$ cat src/rtl/layer_bias_rx_pkg.sv
// Shared sizing, FSM encoding and saturation limits for the layer-0 bias receiver.
package layer_bias_pkg;

    localparam int CH_NUM   = 16;
    localparam int BEAT_NUM = CH_NUM / 2;
    localparam int DW       = 32;
    localparam int CH_W     = $clog2(CH_NUM);
    localparam int BEAT_W   = $clog2(BEAT_NUM);

    localparam logic [BEAT_W-1:0] BEAT_LAST = BEAT_W'(BEAT_NUM - 1);

    localparam logic [DW-1:0] SAT_MAX = {1'b0, {(DW-1){1'b1}}};
    localparam logic [DW-1:0] SAT_MIN = {1'b1, {(DW-1){1'b0}}};

    typedef enum logic [1:0] {
        IDLE = 2'd0,
        LOAD = 2'd1,
        DONE = 2'd2
    } state_e;

endpackage

$ cat src/rtl/layer_bias_rx_if.sv
// Bias load stream: arm pulse plus a 64-bit valid/ready/last beat channel.
interface layer_bias_rx_if;
    import layer_bias_pkg::*;

    logic            load_start;
    logic [2*DW-1:0] bias_data;
    logic            bias_valid;
    logic            bias_last;
    logic            ready;

    modport master (
        output load_start,
        output bias_data,
        output bias_valid,
        output bias_last,
        input  ready
    );

    modport slave (
        input  load_start,
        input  bias_data,
        input  bias_valid,
        input  bias_last,
        output ready
    );

endinterface

$ cat src/rtl/layer_bias_rx_sat_add.sv
// Combinational signed add of two DW-bit words, clamped to the DW-bit signed range.
module bias_sat_add
    import layer_bias_pkg::*;
(
    input  logic [DW-1:0] i_a,
    input  logic [DW-1:0] i_b,
    output logic [DW-1:0] o_y
);

    logic [DW:0] w_sum;

    assign w_sum = {i_a[DW-1], i_a} + {i_b[DW-1], i_b};

    // The two top bits of the extended sum disagree exactly when DW bits overflow.
    always_comb begin
        o_y = w_sum[DW-1:0];
        if (w_sum[DW] != w_sum[DW-1])
            o_y = w_sum[DW] ? SAT_MIN : SAT_MAX;
    end

endmodule

$ cat src/rtl/layer_bias_rx.sv
// Receives the layer-0 bias stream into a per-channel register file and adds the
// selected bias to accumulator results through one saturating, registered stage.
module layer_bias_rx
    import layer_bias_pkg::*;
(
    input  logic                 sclk,
    input  logic                 s_rst_n,
    layer_bias_rx_if.slave       bias_if,
    input  logic [DW-1:0]        i_acc_data,
    input  logic                 i_acc_valid,
    input  logic [CH_W-1:0]      i_acc_ch,
    output logic [DW-1:0]        o_out_data,
    output logic                 o_out_valid,
    output logic                 o_bias_loaded,
    output logic                 o_load_err
);

    state_e                      r_state;
    state_e                      w_state_nxt;
    logic [BEAT_W-1:0]           r_cnt;
    logic [CH_NUM-1:0][DW-1:0]   r_bias;
    logic                        r_load_err;
    logic [DW-1:0]               r_out_data;
    logic                        r_out_valid;

    logic                        w_ready;
    logic                        w_accept;
    logic                        w_last_beat;
    logic                        w_frame_err;
    logic                        w_loaded;
    logic [DW-1:0]               w_bias_sel;
    logic [DW-1:0]               w_sum_sat;

    // A beat arriving together with load_start belongs to the aborted load.
    assign w_accept    = bias_if.bias_valid && w_ready && !bias_if.load_start;
    assign w_last_beat = (r_cnt == BEAT_LAST);
    assign w_frame_err = w_accept && (bias_if.bias_last != w_last_beat);

    always_ff @(posedge sclk or negedge s_rst_n) begin
        if (!s_rst_n)
            r_state <= IDLE;
        else
            r_state <= w_state_nxt;
    end

    always_comb begin
        w_state_nxt = r_state;
        w_ready     = 1'b0;
        w_loaded    = 1'b0;
        case (r_state)
            IDLE: ;
            LOAD: begin
                w_ready = 1'b1;
                if (w_accept) begin
                    if (bias_if.bias_last && w_last_beat)
                        w_state_nxt = DONE;
                    else if (bias_if.bias_last || w_last_beat)
                        w_state_nxt = IDLE;
                end
            end
            DONE: w_loaded = 1'b1;
            default: w_state_nxt = IDLE;
        endcase
        if (bias_if.load_start)
            w_state_nxt = LOAD;
    end

    always_ff @(posedge sclk or negedge s_rst_n) begin
        if (!s_rst_n) begin
            r_cnt      <= '0;
            r_load_err <= 1'b0;
        end else if (bias_if.load_start) begin
            r_cnt      <= '0;
            r_load_err <= 1'b0;
        end else begin
            if (w_accept)
                r_cnt <= r_cnt + 1'b1;
            if (w_frame_err)
                r_load_err <= 1'b1;
        end
    end

    // Malformed beats are still written; only bias_loaded protects consumers.
    always_ff @(posedge sclk or negedge s_rst_n) begin
        if (!s_rst_n) begin
            r_bias <= '0;
        end else if (w_accept) begin
            r_bias[{r_cnt, 1'b0}] <= bias_if.bias_data[DW-1:0];
            r_bias[{r_cnt, 1'b1}] <= bias_if.bias_data[2*DW-1:DW];
        end
    end

    assign w_bias_sel = r_bias[i_acc_ch];

    bias_sat_add u_sat_add (
        .i_a (i_acc_data),
        .i_b (w_bias_sel),
        .o_y (w_sum_sat)
    );

    always_ff @(posedge sclk or negedge s_rst_n) begin
        if (!s_rst_n) begin
            r_out_data  <= '0;
            r_out_valid <= 1'b0;
        end else begin
            r_out_valid <= i_acc_valid && w_loaded;
            if (i_acc_valid && w_loaded)
                r_out_data <= w_sum_sat;
        end
    end

    assign bias_if.ready = w_ready;
    assign o_out_data    = r_out_data;
    assign o_out_valid   = r_out_valid;
    assign o_bias_loaded = w_loaded;
    assign o_load_err    = r_load_err;

endmodule

$ cat src/flat_wrapper.sv
// flat-port wrapper written by rule: the top's interface ports become plain ports
module layer_bias_rx_flat import layer_bias_pkg::*;
  (sclk, s_rst_n, i_acc_data, i_acc_valid, i_acc_ch, o_out_data, o_out_valid, o_bias_loaded, o_load_err, bias_if_load_start, bias_if_bias_data, bias_if_bias_valid, bias_if_bias_last, bias_if_ready);
  layer_bias_rx_if bias_if_i ();
  input  logic sclk;
  input  logic s_rst_n;
  input  logic [DW-1:0] i_acc_data;
  input  logic i_acc_valid;
  input  logic [CH_W-1:0] i_acc_ch;
  output logic [DW-1:0] o_out_data;
  output logic o_out_valid;
  output logic o_bias_loaded;
  output logic o_load_err;
  input wire logic [$bits(bias_if_i.load_start)-1:0] bias_if_load_start;
  input wire logic [$bits(bias_if_i.bias_data)-1:0] bias_if_bias_data;
  input wire logic [$bits(bias_if_i.bias_valid)-1:0] bias_if_bias_valid;
  input wire logic [$bits(bias_if_i.bias_last)-1:0] bias_if_bias_last;
  output wire logic [$bits(bias_if_i.ready)-1:0] bias_if_ready;
  assign bias_if_i.load_start = bias_if_load_start;
  assign bias_if_i.bias_data = bias_if_bias_data;
  assign bias_if_i.bias_valid = bias_if_bias_valid;
  assign bias_if_i.bias_last = bias_if_bias_last;
  assign bias_if_ready = bias_if_i.ready;
  layer_bias_rx u_core (.sclk(sclk), .s_rst_n(s_rst_n), .bias_if(bias_if_i), .i_acc_data(i_acc_data), .i_acc_valid(i_acc_valid), .i_acc_ch(i_acc_ch), .o_out_data(o_out_data), .o_out_valid(o_out_valid), .o_bias_loaded(o_bias_loaded), .o_load_err(o_load_err));
endmodule
$ cat config.mk
export PLATFORM = sky130hd
export DESIGN_NAME = layer_bias_rx_flat
export DESIGN_NICKNAME = d
export VERILOG_FILES = /design/src/rtl/layer_bias_rx_pkg.sv /design/src/rtl/layer_bias_rx_if.sv /design/src/rtl/layer_bias_rx_sat_add.sv /design/src/rtl/layer_bias_rx.sv /design/src/flat_wrapper.sv
export SDC_FILE = /design/constraint.sdc
export NUM_CORES = 1
export LEC_CHECK = 0
export ABC_CLOCK_PERIOD_IN_PS = 4300
export CORE_MARGIN = 1.5
export CORE_UTILIZATION = 30
export CTS_BUF_LIST = sky130_fd_sc_hd__clkbuf_2
export CTS_CLUSTER_SIZE = 24
export DETAILED_ROUTE_END_ITERATION = 10
export SKIP_LAST_GASP = 1
export SLEW_MARGIN = 20
export SYNTH_ARGS = -nofsm -noshare
export SYNTH_HDL_FRONTEND = slang
export SYNTH_HIERARCHICAL = 1
export SYNTH_SLANG_ARGS = --single-unit
$ cat constraint.sdc
create_clock -name sclk -period 4.3 [get_ports sclk]
set_input_delay 0.43 -clock sclk [delete_from_list [all_inputs] [get_ports sclk]]
set_output_delay 0.43 -clock sclk [all_outputs]
set_load 0.05 [all_outputs]
==> run metrics <==
outcome finished clean; post-synthesis sequential area ratio 0.502; WS Path Type reg -> reg; Worst R2R Setup Slack about 140 ps; ys async rst share 1.00; Synth area leaders dfrtp_1 50%, mux2_4 13%, mux2_2 12%; TritonCTS Buffers 150; fin util 0.366; Critical R2R Launch u_core/r_bias[2]$_DFFE_PN0P_; final worst path period share 0.968; Max Cap Violations 0; Worst Path Required roughly 5500 ps; Clock Path Buffers 3; initial antenna violation count 8; GRT Total Usage 0.161; worst min-delay path class in -> reg; Final Slew Violations 0; detailed-route DRC error count 0; gp weighted congestion 0.830; clock sink total 551; Total Wirelength about 74 mm; Post-Place Setup Slack -374 ps; ratio of cells with drive above 1 in the final layout 0.480; nature of the critical path startpoint register; row cnt 110; EDFF count, synth 0; port bufs around 140; fmax 240 MHz; syn avg cell area ~16 um2; maximum vdd drop roughly 0.00027 V; Vias/cell 4.96; vias in the first global route around 19000; DP Cell Count approximately 3100; pwr dens approximately 400 mW/mm2; Routed wire per std cell 21.3 um; CP Max Fanout 22; internal power 0.00927 W; share of power burned in registers 0.479; Final Skew between 100 and 150 ps; Hold Fails Final Rpt 0; Synth-to-Final Area Change 20.5%; Ports around 140; Final Net Count 2300; P_leak about 16 nW; CP Capture Type register; syn_nets 1894; clock root buffer clkbuf_2; max_slew headroom 0.359; #FFs+latches synth roughly 550; detailed-placement wirelength estimate roughly 50 mm; DRT iter0 DRCs around 1100; Setup Viol. Count Final 0; H-tree depth 4; Ys Warns 6; power share of the combinational group 0.226; Least-Margin Pin Slew 959 ps; DIE AREA between 0.09 and 0.1 mm2; Sw Pwr between 0.003 and 0.004 W; largest net degree at the start of global routing between 100 and 150; routed vias around 17000; Data arrival, critical path between 5000 and 6000 ps; total gr overflow 0; TNS Setup 0 ps; Design Power between 0.01 and 0.015 W; clock share of power 0.295; Yosys cell types 61; top cell type's share of synthesized area 0.502; Vert. Die Dim ~310 um; CTS tree done; starting density of the core 0.304; die width just over 300 um; Fill cells around 8500; Final ANT Viol Nets 0; Core Region ~0.09 mm2; final setup margin between 100 and 150 ps; CP startpoint u_core/r_bias[2]$_DFFE_PN0P_; Cells after Synth roughly 1800; RSZ-0062 raised after global routing yes; HP Start i_acc_ch[1]; Synth area leader dfrtp_1; ys flop type dfrtp_1; minimum clock period roughly 4200 ps; switching share of power 0.300; First-pass DRT Iterations 5; mapped cell area approximately 0.027 mm2; clk_lat worst skew approximately 1400 ps; Finished Layout Cells 3452; global-route wire length before repair 116 mm; clock-pin transition on the worst setup and hold timing paths 120 ps
==> cells by family (layout without fill, tap and decap cells) <==
| kind of cell | after synthesis | after routing | share of synthesized area |
|---|---|---|---|
| AOI/OAI and AO/OA | 190 | 190 | 0.0458 |
| adders and majority gates | 40 | 40 | 0.0182 |
| DFF | 551 | 551 | 0.502 |
| muxes | 674 | 674 | 0.361 |
| other | 0 | 8 | 0 |
| and+or+nand+nor | 135 | 135 | 0.0245 |
| buffers and inverters | 130 | 647 | 0.0383 |
| xor gates and xnor gates | 31 | 31 | 0.00988 |
==> synthesized netlist by cell type, types with 5 or more instances <==
cell and number:
dfrtp_1 551, nor2b_1 6, buf_6 30, nand3_1 7
ha_1 36, a21oi_1 38, a21o_1 12, buf_12 18
o21ai_0 35, inv_1 12, mux2_1 5, mux2_4 240
nor2_1 24, buf_4 5, clkbuf_1 40, mux2_2 299
xnor2_1 16, mux4_2 128, buf_2 21, xor2_1 15
a22oi_1 64, nand2_1 64, nand4_1 7
==> placed cells by master, fill, tap and decap left out, drive strengths merged, types with 16 or more instances in the layout <==
| cell | count |
|---|---|
| ha | 36 |
| a22oi | 64 |
| mux4 | 128 |
| nor2 | 24 |
| buf | 161 |
| a21oi | 39 |
| o21ai | 39 |
| clkdlybuf4s50 | 138 |
| dfrtp | 551 |
| xnor2 | 16 |
| inv | 18 |
| dlygate4sd3 | 72 |
| mux2 | 544 |
| nand2 | 64 |
| clkbuf | 210 |
| clkinv | 42 |
==> power by group through the flow <==
stage	Combinational [W]	Clock, W	Sequential [W]
global placement	0.00283	0	0.00637
finish	0.00300	0.00391	0.00634
global route	0.00325	0.00438	0.00644
detailed placement	0.00291	0	0.00643
floorplan	0.00197	0	0.00628
CTS	0.00300	0.00409	0.00634
==> area by class of cell <==
cell class	count	area, um2	share of cell area
inverter	12	45.0	0.00136
clock buffer	209	1050	0.0316
timing repair buffer	372	3610	0.109
sequential	551	13800	0.417
multi-input combinational	1070	12700	0.385
tap	1176	1470	0.0445
antenna	8	20.0	0.000605
clock inverter	54	378	0.0114
==> worst max-delay path, cell delays in order (launching register included) <==
cell and delay [ps]:
dfrtp_1 390, mux4_2 510, a22oi_2 220, nand2_2 120, ha_1 320, nor2b_1 150
o31a_1 250, o31a_1 320, a311o_1 320, a221o_1 420, a21oi_2 220, and2b_2 190
buf_12 140, o21ai_0 120, mux2_2 270
==> routing by layer <==
metal / vias to the layer above / GRT usage / share of wire
met3: 127 / 0.0355 / 0.047
met4: 8 / 0.0551 / 0.019
met5: - / 0 / 0.00050
li1: 7487 / - / -
met1: 9046 / 0.215 / 0.45
met2: 448 / 0.257 / 0.48
==> final timing paths <==
path,end,depth (start not counted)
hold reg to reg,u_core/r_bias[488]$_DFFE_PN0P_,1
min in group asynchronous,u_core/r_bias[287]$_DFFE_PN0P_,4
setup / recovery,u_core/o_out_data[14]$_DFFE_PN0P_,14
setup reg to reg,u_core/o_out_data[14]$_DFFE_PN0P_,14
max in group asynchronous,u_core/r_cnt[0]$_DFFE_PN0P_,4
hold / removal,u_core/o_out_data[0]$_DFFE_PN0P_,8
==> flip-flops by register name (all words and copies together), names as in the netlist <==
name / flops
u_core/o_load_err: 1
u_core/o_out_valid: 1
u_core/r_cnt: 3
u_core/o_out_data: 32
u_core/r_state: 2
u_core/r_bias: 512
==> repair_timing <==
item / 4_1_cts / 5_1_grt
resized for setup: 0 / 14
endpoints found under the hold margin: 1070 / 0
buffers inserted: 0 / 1
hold buffers: 73 / 0
setup endpoints to repair: 0 / 30
==> through the flow <==
stage | hold slack (ps) | instance area, um2
6_report | 269 | 33100
5_1_grt | 230 | 33100
4_1_cts | 161 | 33000
3_5_place_dp | 484 | 30800
3_3_place_gp | 468 | 30800
2_1_floorplan | 134 | 27500
(Power assumes the default switching activity.)
